==> src/rtl/sand_reduce.sv <==
// rtl/sand_reduce.sv - framed AND/OR/XOR/NAND bit reduction with output hold handshake
// Optional SAND_POPCNT_EN adds out_pop, the ones count of each frame.
module sand_reduce #(
  parameter int WIDTH = 8,
  parameter int BEATS = 4
) (
  input  logic             clk,
  input  logic             rst,
  input  logic [WIDTH-1:0] in_data,
  input  logic             in_valid,
  output logic             in_ready,
  input  logic             in_last,
  input  logic [1:0]       mode,
  output logic             out,
  output logic             out_valid,
  input  logic             out_ready
`ifdef SAND_POPCNT_EN
  ,
  output logic [$clog2(WIDTH*BEATS+1)-1:0] out_pop
`endif
);

  localparam int CW = $clog2(BEATS + 1);
  localparam logic [CW-1:0] BEATS_C = CW'(BEATS);

  localparam logic [1:0] M_AND  = 2'b00;
  localparam logic [1:0] M_OR   = 2'b01;
  localparam logic [1:0] M_XOR  = 2'b10;
  localparam logic [1:0] M_NAND = 2'b11;

  typedef enum logic [1:0] {
    S_IDLE  = 2'd0,
    S_ACCUM = 2'd1,
    S_HOLD  = 2'd2
  } state_t;

  state_t          r_state;
  state_t          w_state_next;
  logic            w_accept;

  logic            r_acc;
  logic [CW-1:0]   r_cnt;
  logic [1:0]      r_frame_mode;
  logic            r_out;
  logic            r_out_valid;

  logic [1:0]      w_mode_eff;
  logic            w_beat_red;
  logic            w_acc_next;
  logic [CW-1:0]   w_cnt_inc;
  logic            w_frame_end;
  logic            w_result;

  always_ff @(posedge clk) begin
    if (rst) begin
      r_state <= S_IDLE;
    end else begin
      r_state <= w_state_next;
    end
  end

  always_comb begin
    w_state_next = r_state;
    in_ready     = (r_state != S_HOLD);
    w_accept     = in_valid & (r_state != S_HOLD);
    case (r_state)
      S_IDLE, S_ACCUM: begin
        if (w_accept) begin
          w_state_next = w_frame_end ? S_HOLD : S_ACCUM;
        end
      end
      S_HOLD: begin
        if (out_ready) begin
          w_state_next = S_IDLE;
        end
      end
      default: w_state_next = S_IDLE;
    endcase
  end

  // The first beat of a frame takes its mode straight from the input.
  always_comb begin
    w_mode_eff = (r_state == S_IDLE) ? mode : r_frame_mode;
    case (w_mode_eff)
      M_OR:    w_beat_red = |in_data;
      M_XOR:   w_beat_red = ^in_data;
      default: w_beat_red = &in_data;
    endcase
    if (r_state == S_IDLE) begin
      w_acc_next = w_beat_red;
    end else begin
      case (w_mode_eff)
        M_OR:    w_acc_next = r_acc | w_beat_red;
        M_XOR:   w_acc_next = r_acc ^ w_beat_red;
        default: w_acc_next = r_acc & w_beat_red;
      endcase
    end
    w_cnt_inc   = r_cnt + 1'b1;
    w_frame_end = in_last | (w_cnt_inc == BEATS_C);
    w_result    = (w_mode_eff == M_NAND) ? ~w_acc_next : w_acc_next;
  end

  always_ff @(posedge clk) begin
    if (rst) begin
      r_acc        <= 1'b0;
      r_cnt        <= '0;
      r_frame_mode <= M_AND;
      r_out        <= 1'b0;
      r_out_valid  <= 1'b0;
    end else if (w_accept) begin
      r_acc <= w_acc_next;
      if (r_state == S_IDLE) begin
        r_frame_mode <= mode;
      end
      if (w_frame_end) begin
        r_cnt       <= '0;
        r_out       <= w_result;
        r_out_valid <= 1'b1;
      end else begin
        r_cnt <= w_cnt_inc;
      end
    end else if ((r_state == S_HOLD) && out_ready) begin
      r_out_valid <= 1'b0;
    end
  end

  assign out       = r_out;
  assign out_valid = r_out_valid;

`ifdef SAND_POPCNT_EN
  localparam int PW = $clog2(WIDTH * BEATS + 1);

  logic [PW-1:0] r_pop_acc;
  logic [PW-1:0] r_out_pop;
  logic [PW-1:0] w_beat_pop;
  logic [PW-1:0] w_pop_next;

  always_comb begin
    w_beat_pop = '0;
    for (int i = 0; i < WIDTH; i++) begin
      w_beat_pop = w_beat_pop + PW'(in_data[i]);
    end
    w_pop_next = ((r_state == S_IDLE) ? '0 : r_pop_acc) + w_beat_pop;
  end

  always_ff @(posedge clk) begin
    if (rst) begin
      r_pop_acc <= '0;
      r_out_pop <= '0;
    end else if (w_accept) begin
      r_pop_acc <= w_pop_next;
      if (w_frame_end) begin
        r_out_pop <= w_pop_next;
      end
    end
  end

  assign out_pop = r_out_pop;
`endif

endmodule

==> config.mk <==
export PLATFORM = sky130hd
export DESIGN_NAME = sand_reduce
export DESIGN_NICKNAME = d
export VERILOG_FILES = /design/src/rtl/sand_reduce.sv
export SDC_FILE = /design/constraint.sdc
export NUM_CORES = 1
export LEC_CHECK = 0
export ABC_AREA = 1
export BUFFER_PORTS_ARGS = -buffer_cell sky130_fd_sc_hd__buf_2
export CAP_MARGIN = 25
export CELL_PAD_IN_SITES_DETAIL_PLACEMENT = 1
export CELL_PAD_IN_SITES_GLOBAL_PLACEMENT = 1
export CORE_UTILIZATION = 39
export CTS_BUF_LIST = sky130_fd_sc_hd__clkbuf_4
export DETAILED_ROUTE_END_ITERATION = 8
export MAX_ROUTING_LAYER = met4
export PLACE_DENSITY_LB_ADDON = 0.1
export SLEW_MARGIN = 10
export SYNTH_ARGS = -nofsm -noshare
export SYNTH_HDL_FRONTEND = slang
export SYNTH_SLANG_ARGS = --single-unit
export TNS_END_PERCENT = 10
==> constraint.sdc <==
create_clock -name clk -period 2.9 [get_ports clk]
set_input_delay 0.58 -clock clk [delete_from_list [all_inputs] [get_ports clk]]
set_output_delay 0.58 -clock clk [all_outputs]
set_load 0.05 [all_outputs]
==> impl_metrics.ini, run 1 <==
[critical_path]
worst_path_most_repeated_cell = sky130_fd_sc_hd__nand2_1
reg2reg_from = r_state[1]
path_delay_family = compound AO/OA/AOI/OAI gates
cp_data_required_time_ns = 3.06
critical_path_class = reg2reg
critical-path-slowest-cell = sky130_fd_sc_hd__dfxtp_1
end_point_of_the_critical_path = r_acc
start_kind = flip-flop
max_stage_delay_ns = 0.38
timing.critical_path.buf_inv = 4
setup.worst_path.end_class = flip-flop
critical_path_arrival_ns = 2.60
worstSetupPathDepth = 17
regToRegSetupSlack_ns = 0.46
startpoint = r_state[1]
worstPathCellList = nor2_1 -> buf_4 -> o21ai_0 -> inv_1 -> ha_1 -> inv_1 -> nor2_1 -> nor2_1 -> nand2_1 -> nand2_1 -> ha_1 -> nand2_1 -> o211ai_1 -> o211ai_1 -> nand2_1 -> o21ai_0 -> inv_1
worst-path-max-fanout = 4
rr_worst_depth = 17
reg2reg_to = r_acc

[timing]
fin_crit_ns = 2.44
rsz0062_at_grt = false
worst-slew-pin-transition_ns = 0.330
fin_ws_ns = 0.458
tns_ns = 0
finalHoldViolCount = 0
slew_viol_final = 0
max_slew_margin_pct = 77.8
report.final.setup_viol = 0
period_share_pct = 84.2
finalHoldWorstSlack_ns = 0.459
timing.clock.skew_ns = 0.000482
max_clock_freq_mhz = 409

[clocking]
clk_pin_slew_ns = 0.06
clock_tree_from_tritoncts = yes
clock_insertion_delay_worst_skew_ns = 0.27
cts_resized = 0
tritoncts.num_buffers = 3
clkSinkCount = 10
clock-root-buffer = sky130_fd_sc_hd__clkbuf_4
ctsHtreeMaxLevel = 1
postCtsSetupBuffers = 0
holdBufCountCts = 0
cts_max_path_buffers = 2

[floorplanning]
boundaryPins = 18
initial_utilization_pct = 42.2
core.rowCount = 16
die_w_um = 48.3
coreArea_um2 = 1980
floorplan.die_area_um2 = 2340
chipHeight_um = 48.3

[drt]
number_of_drc_violations_after_detailed_routing = 0
drt_wl_total_mm = 1.95
routed-via-count = 802
avgViaCountPerCell = 4.75
antenna_violating_nets_post_route = 0
detailedRoute.firstPassIterationCount = 4
drt-wirelength-per-cell_um = 11.5
drt_first_iter_violations = 5

[grt]
grt_start_max_net_pins = 9
grt_remaining_overflow = 0
grt_antenna_before_repair = 0
number_of_global_route_vias_before_repair = 796
grt_pass1_wl_mm = 3.45
global_route.usage.total_pct = 19.6

[logic_synthesis]
synth.area.mux_share_pct = 0
mappedNetlistArea_um2 = 837
synth_cell_types = 22
synth_xor_xnor_area_share_pct = 2.09
synth.yosys.warnings = 0
synth_adder_area_share_pct = 22.4
seq_area_frac_synth_pct = 23.9
cell_taking_the_most_area_after_synthesis = sky130_fd_sc_hd__dfxtp_1
ys_ff_latch = 10
synth_compound_area_share_pct = 12.7
synth_top_area_share_pct = 23.9
syn_avg_cell_area_um2 = 6.92
synthCells = 121
postSynthNetCount = 151
synthTopCellsByArea = sky130_fd_sc_hd__dfxtp_1, sky130_fd_sc_hd__ha_1, sky130_fd_sc_hd__inv_1, sky130_fd_sc_hd__nand2_1, sky130_fd_sc_hd__nor2_1
largest_family_of_logic_cells_by_synthesized_area = simple AND/OR/NAND/NOR gates
synth-simple-area-share_pct = 25.9

[placement]
portBuffers = 17
post-place-ws_ns = 0.359
post_placement_cell_area_um2 = 963
finalWeightedCongestion = 0.775
post_dp_hpwl_mm = 1.69

[final_layout]
syn_to_final_growth_pct = 17.8
fillers = 285
drive_gt1_share_pct = 21.8
diodes = 0
final_nets = 174
finish.instance_area_um2 = 986

[min_path]
holdCritPathClass = reg2reg
min_from = out

[outcome]
outcome = completed

[flow_run]
max-cap-violations = 0

[power_and_ir_drop]
vdd_ir_drop_max_mv = 0.254
cellPowerDensity_nw_per_um2 = 425
report.power.total_uw = 419
power_leakage_nw = 0.575
-- worst min path at each step --
stage / endpoint / cells past startpoint
floorplan: r_state[0] / 2
global placement: out / 2
detailed placement: out / 2
CTS: out / 2
global route: out / 2
finish: out / 2
-- cell families after synthesis --
family                   count (synthesis)
flip-flops                              10
adder cells (fa/ha/maj)                 15
XOR/XNOR                                 2
AND/OR/NAND/NOR                         48
buffers and inverters                   29
AO/OA/AOI/OAI                           17
-- metal layers --
layer,up-vias,global-route usage [%],routed length [um]
li1,413,-,-
met1,373,23.6,885
met2,11,33.1,982
met3,5,4.72,66
met4,0,4.41,15
met5,-,-,0
-- synthesized netlist by cell type --
library cell and n:
sky130_fd_sc_hd__nor2_4 1, sky130_fd_sc_hd__a211oi_2 1, sky130_fd_sc_hd__nand4_1 1, sky130_fd_sc_hd__nand2_4 1, sky130_fd_sc_hd__a21oi_1 5, sky130_fd_sc_hd__xnor2_1 1, sky130_fd_sc_hd__o21bai_1 1, sky130_fd_sc_hd__dfxtp_1 10
sky130_fd_sc_hd__o21ai_2 1, sky130_fd_sc_hd__o211ai_1 2, sky130_fd_sc_hd__nand2_1 25, sky130_fd_sc_hd__inv_1 26, sky130_fd_sc_hd__nand3_1 4, sky130_fd_sc_hd__or2_1 1, sky130_fd_sc_hd__nor3_2 1, sky130_fd_sc_hd__o21ai_0 6
sky130_fd_sc_hd__inv_2 3, sky130_fd_sc_hd__o21a_1 1, sky130_fd_sc_hd__ha_1 15, sky130_fd_sc_hd__xor2_1 1, sky130_fd_sc_hd__nor2_1 12, sky130_fd_sc_hd__nand2_2 2
-- final cells by class --
type                    count  area [um2]  share of cell area (%)
repair buffers             18        92.6                    9.39
clock buffers               3        22.5                    2.28
multi-input cells          82         528                    53.6
well taps                  27        33.8                    3.43
flip-flops and latches     10         200                    20.3
inverters                  29         109                    11.0
-- registers in the layout, summed over array words and instances, names as in the netlist --
signal,count
out_valid,1
r_acc,1
r_cnt,3
out,1
r_frame_mode,2
r_state,2
-- worst reg2reg max path, stage by stage, from the launching register on --
cell and delay [ns]:
sky130_fd_sc_hd__dfxtp_1 0.38, sky130_fd_sc_hd__nor2_1 0.08, sky130_fd_sc_hd__buf_4 0.15, sky130_fd_sc_hd__o21ai_0 0.29, sky130_fd_sc_hd__inv_1 0.12, sky130_fd_sc_hd__ha_1 0.19
sky130_fd_sc_hd__inv_1 0.07, sky130_fd_sc_hd__nor2_1 0.05, sky130_fd_sc_hd__nor2_1 0.08, sky130_fd_sc_hd__nand2_1 0.07, sky130_fd_sc_hd__nand2_1 0.08, sky130_fd_sc_hd__ha_1 0.23
sky130_fd_sc_hd__nand2_1 0.06, sky130_fd_sc_hd__o211ai_1 0.07, sky130_fd_sc_hd__o211ai_1 0.12, sky130_fd_sc_hd__nand2_1 0.10, sky130_fd_sc_hd__o21ai_0 0.14, sky130_fd_sc_hd__inv_1 0.05
-- stage by stage --
| step | util, % | instances |
|---|---|---|
| global route | 49.7 | 169 |
| global placement | 48.6 | 166 |
| CTS | 49.7 | 169 |
| finish | 49.7 | 169 |
| floorplan | - | 121 |
| detailed placement | 48.6 | 166 |
-- placed cells by master, fill, tap and decap left out --
cell type                  synthesis  final
sky130_fd_sc_hd__ha_1             15     15
sky130_fd_sc_hd__o21bai_1          1      1
sky130_fd_sc_hd__xor2_1            1      1
sky130_fd_sc_hd__nand4_1           1      1
sky130_fd_sc_hd__o21a_1            1      1
sky130_fd_sc_hd__a211oi_2          1      1
sky130_fd_sc_hd__o211ai_1          2      2
sky130_fd_sc_hd__dfxtp_1          10     10
sky130_fd_sc_hd__or2_1             1      1
sky130_fd_sc_hd__buf_4             0      1
sky130_fd_sc_hd__nor2_1           12     12
sky130_fd_sc_hd__inv_1            26     26
sky130_fd_sc_hd__nand2_2           2      2
sky130_fd_sc_hd__xnor2_1           1      1
sky130_fd_sc_hd__clkbuf_4          0      3
sky130_fd_sc_hd__nor3_2            1      1
sky130_fd_sc_hd__buf_2             0     17
sky130_fd_sc_hd__nor2_4            1      1
sky130_fd_sc_hd__o21ai_2           1      1
sky130_fd_sc_hd__nand2_1          25     25
sky130_fd_sc_hd__inv_2             3      3
sky130_fd_sc_hd__a21oi_1           5      5
sky130_fd_sc_hd__nand2_4           1      1
sky130_fd_sc_hd__o21ai_0           6      6
sky130_fd_sc_hd__nand3_1           4      4
-- report_power, final --
group	leakage, nW	switching (mW)	internal [mW]	total [mW]
Clock	0.0138	0.0465	0.0480	0.0944
Combinational	0.479	0.103	0.0622	0.165
Sequential	0.0825	0.00916	0.150	0.159
No activity file was read; power rests on OpenSTA's default activity.
==> inputs of run 2 (changes only) <==
Settings changed: ABC_AREA 1 to 0, CORE_UTILIZATION 39 to 40.
Clock period 2.9 ns to 2.25 ns, I/O delays scaled along.
==> run 2 against run 1 <==
Against the previous run:
- the flow now stops in global routing (5_1_grt)
- synthesized cell count is 26% lower
- area after synthesis is 8.2% lower
==> impl_metrics.ini, run 2 <==
[placement]
portBuffers = 17
finalWeightedCongestion = 0.820
post_placement_cell_area_um2 = 1020
post_dp_hpwl_mm = 1.48

[logic_synthesis]
synth_top_area_share_pct = 26.1
synth_compound_area_share_pct = 13.5
synthMostInstantiatedCell = sky130_fd_sc_hd__ha_1
synth_xor_xnor_area_share_pct = 6.84
synthCells = 89
syn_avg_cell_area_um2 = 8.63
synth-simple-area-share_pct = 17.4
synth_edf_count = 0
ys_ff_latch = 10
synth_cell_types = 28
seq_area_frac_synth_pct = 26.1
synthTopCellsByArea = sky130_fd_sc_hd__dfxtp_1, sky130_fd_sc_hd__ha_1, sky130_fd_sc_hd__inv_1, sky130_fd_sc_hd__mux2i_1, sky130_fd_sc_hd__nor2_1
synth.area.mux_share_pct = 3.91
largest_family_of_logic_cells_by_synthesized_area = adder cells
synth_adder_area_share_pct = 24.4
synth.top_cells.by_count = sky130_fd_sc_hd__ha_1, sky130_fd_sc_hd__inv_1, sky130_fd_sc_hd__dfxtp_1
synth.yosys.warnings = 0
mappedNetlistArea_um2 = 768
asyncSetResetFlopFracSynth_pct = 0
postSynthNetCount = 119
cell_taking_the_most_area_after_synthesis = sky130_fd_sc_hd__dfxtp_1
synth_flop_cell = sky130_fd_sc_hd__dfxtp_1

[clocking]
holdBufCountCts = 0
clock-root-buffer = sky130_fd_sc_hd__clkbuf_4
clkSinkCount = 10
cts_max_path_buffers = 2
tritoncts.num_buffers = 3
ctsHtreeMaxLevel = 1

[timing]
endpoint_type = sequential cell input
repair-timing-grt-worst-ep = out$_SDFFE_PP0P_/D

[outcome]
error = [ERROR DPL-0033] detailed placement checks failed during check placement.
lastStage = global routing (5_1_grt)
outcome = stopped before the end

[floorplanning]
die_w_um = 45.8
core.rowCount = 15
chipHeight_um = 45.8
boundaryPins = 18
initial_utilization_pct = 43.5

[grt]
grt_antenna_before_repair = 0
grt_start_max_net_pins = 10
## run 2: changes by cell type after synthesis, moves of 3 or more
cell,before,now
sky130_fd_sc_hd__nor2_1,12,8
sky130_fd_sc_hd__nand2_1,25,3
sky130_fd_sc_hd__mux2i_1,0,3
sky130_fd_sc_hd__inv_1,26,14
sky130_fd_sc_hd__o21ai_0,6,2
sky130_fd_sc_hd__inv_2,3,0
sky130_fd_sc_hd__nand3_1,4,1
sky130_fd_sc_hd__a211oi_1,0,3
## run 2: per-stage QoR
step,instances,worst slack [ns]
after CTS,162,-0.584
after detailed placement,147,-0.717
after global placement,147,-0.628
after floorplan,89,-0.579
## run 2: repair_timing
item	CTS
pin swaps	7
resized for setup	16
setup buffers	12
hold endpoints to repair	0
setup endpoints to repair	2
gates cloned	0
## run 2: cell families after synthesis
| family | count (synthesis) |
|---|---|
| fa+ha+maj | 15 |
| buf+inv | 16 |
| xor+xnor | 6 |
| compound gates | 14 |
| mux | 3 |
| simple gates | 25 |
| flops | 10 |
==> inputs of run 3 (changes only) <==
Settings changed: CELL_PAD_IN_SITES_DETAIL_PLACEMENT 1 to not set, CELL_PAD_IN_SITES_GLOBAL_PLACEMENT 1 to not set, CORE_AREA set to 2 2 63 65, CORE_UTILIZATION 40 to not set, CTS_BUF_LIST sky130_fd_sc_hd__clkbuf_4 to not set, DIE_AREA set to 0 0 65 67, MAX_ROUTING_LAYER met4 to not set, PLACE_DENSITY_LB_ADDON 0.1 to 0.15.
==> run 3 against run 2 <==
Against the previous run:
- the flow now finishes, with violations (setup timing)
- area after synthesis did not move
- synthesized cell count stayed put
==> impl_metrics.ini, run 3 <==
[power_and_ir_drop]
cellPowerDensity_nw_per_um2 = 545
power_leakage_nw = 0.623
report.power.total_uw = 695
vdd_ir_drop_max_mv = 0.159

[drt]
number_of_drc_violations_after_detailed_routing = 0
drt_first_iter_violations = 36
routed-via-count = 765
antenna_violating_nets_post_route = 0
detailedRoute.firstPassIterationCount = 4
drt_wl_total_mm = 1.92
drt-wirelength-per-cell_um = 10.4
avgViaCountPerCell = 4.14

[timing]
finalHoldViolCount = 0
worst-slew-pin-transition_ns = 0.355
rsz0062_at_grt = true
finalHoldWorstSlack_ns = 0.483
report.final.setup_viol = 2
period_share_pct = 129
timing.clock.skew_ns = 0.00295
max_clock_freq_mhz = 345
slew_viol_final = 0
max_slew_margin_pct = 76.3
fin_ws_ns = -0.645
fin_crit_ns = 2.89

[final_layout]
drive_gt1_share_pct = 53.3
multi_input_gate_area_um2 = 599
register_area_um2 = 205
diodes = 0
largest_register_by_flop_count = r_cnt
largest_register_ffs = 3
biggestRegsByFlops = r_cnt (3), r_frame_mode (2), r_state (2)
layout_common_cells = sky130_fd_sc_hd__buf_4, sky130_fd_sc_hd__buf_2, sky130_fd_sc_hd__inv_1
fillers = 382
syn_to_final_growth_pct = 66.0
final_nets = 169
final_common_cell = sky130_fd_sc_hd__buf_4

[clocking]
clock-root-buffer = sky130_fd_sc_hd__clkbuf_8
ctsHtreeMaxLevel = 1
clock_tree_from_tritoncts = yes
clock_insertion_delay_worst_skew_ns = 0.23
cts_max_path_buffers = 2
clkSinkCount = 10
tritoncts.num_buffers = 3
clk_pin_slew_ns = 0.05

[min_path]
holdCritPathClass = reg2reg

[logic_synthesis]
syn_avg_cell_area_um2 = 8.63
synthTopCellsByArea = sky130_fd_sc_hd__dfxtp_1, sky130_fd_sc_hd__ha_1, sky130_fd_sc_hd__inv_1, sky130_fd_sc_hd__mux2i_1, sky130_fd_sc_hd__nor2_1
synthCells = 89
cell_taking_the_most_area_after_synthesis = sky130_fd_sc_hd__dfxtp_1
asyncSetResetFlopFracSynth_pct = 0
synth_edf_count = 0
ys_ff_latch = 10
postSynthNetCount = 119
synth.top_cells.by_count = sky130_fd_sc_hd__ha_1, sky130_fd_sc_hd__inv_1, sky130_fd_sc_hd__dfxtp_1
synthMostInstantiatedCell = sky130_fd_sc_hd__ha_1
seq_area_frac_synth_pct = 26.1
synth_cell_types = 28
synth.yosys.warnings = 0
synth_flop_cell = sky130_fd_sc_hd__dfxtp_1
mappedNetlistArea_um2 = 768
synth_top_area_share_pct = 26.1

[critical_path]
critical_path_arrival_ns = 3.07
setup.worst_path.end_class = flip-flop
worst-path-max-fanout = 3
cp_data_required_time_ns = 2.42
start_kind = flip-flop
critical_path_class = reg2reg

[grt]
grt_antenna_before_repair = 0
global_route.usage.total_pct = 9.52
grt_remaining_overflow = 0
number_of_global_route_vias_before_repair = 780
grt_start_max_net_pins = 10
grt_pass1_wl_mm = 3.24

[outcome]
violations = setup timing
outcome = finished, violations left

[floorplanning]
coreArea_um2 = 3610
chipHeight_um = 67
floorplan.die_area_um2 = 4360
core.rowCount = 22
boundaryPins = 18
initial_utilization_pct = 21.3
die_w_um = 65

[placement]
post-place-ws_ns = -0.751
post_dp_hpwl_mm = 1.41
portBuffers = 17
finalWeightedCongestion = 0.725

[flow_run]
max-cap-violations = 0
==> run 3: worst max-delay path, stage by stage, from the launching register on <==
cell and delay [ns]:
sky130_fd_sc_hd__dfxtp_4 0.35, sky130_fd_sc_hd__nor2_4 0.18, sky130_fd_sc_hd__mux2i_4 0.30, sky130_fd_sc_hd__inv_2 0.06, sky130_fd_sc_hd__buf_4 0.13, sky130_fd_sc_hd__buf_4 0.12
sky130_fd_sc_hd__buf_4 0.12, sky130_fd_sc_hd__buf_4 0.12, sky130_fd_sc_hd__buf_4 0.12, sky130_fd_sc_hd__buf_4 0.12, sky130_fd_sc_hd__buf_4 0.12, sky130_fd_sc_hd__buf_4 0.12
sky130_fd_sc_hd__buf_4 0.12, sky130_fd_sc_hd__buf_4 0.12, sky130_fd_sc_hd__buf_4 0.12, sky130_fd_sc_hd__ha_2 0.20, sky130_fd_sc_hd__nor3_1 0.20, sky130_fd_sc_hd__nand4_1 0.12
sky130_fd_sc_hd__nand3_1 0.09
==> run 3: report_power, final <==
group,internal (mW),total (mW),leakage (nW),switching (mW)
registers,0.191,0.203,0.0832,0.0112
clock network,0.117,0.182,0.0216,0.0650
logic,0.174,0.311,0.518,0.137
total,0.482,0.695,0.623,0.213
==> run 3: what timing repair did <==
action / 4_1_cts / 5_1_grt
gates resized for setup: 10 / 12
setup endpoints to repair: 2 / 2
setup buffers: 12 / 2
hold buffers: 0 / 0
pin swaps: 9 / 9
==> run 3: metrics by stage <==
step	utilization, %	setup TNS, ns	instances	instance area (um2)
final	35.4	-0.950	185	1270
after global routing	35.4	-1.17	185	1270
after CTS	33.4	-0.986	183	1200
after detailed placement	28.8	-1.10	168	1040
after global placement	28.8	-0.979	168	1040
after floorplan	-	-0.742	89	779
==> run 3: layer usage <==
layer  global-route usage, %  wire (um)
met4                    1.60          0
met3                    2.70         65
met2                    17.1        954
met1                    11.3        899
met5                       0          0
==> run 3: logic make-up after synthesis <==
group | after synthesis | synth area share [%]
compound gates | 14 | 13.5
flops | 10 | 26.1
fa+ha+maj | 15 | 24.4
xor+xnor | 6 | 6.84
simple gates | 25 | 17.4
buf+inv | 16 | 7.82
mux | 3 | 3.91
==> run 3: cell type report <==
class,instances,area share (%)
clock buffers,3,3.24
inverters,14,4.32
multi-input cells,63,47.0
flip-flops and latches,10,16.1
well taps,48,4.71
repair buffers,47,24.6
==> run 3: worst paths after layout <==
| kind | start | endpoint | slack (ns) | cells after the start |
|---|---|---|---|---|
| setup / recovery | r_state[0] | out | -0.64 | 18 |
| hold / removal | out_valid | out_valid | 0.48 | 2 |
| setup reg to reg | r_state[0] | out | -0.64 | 18 |
| hold reg to reg | out_valid | out_valid | 0.48 | 2 |
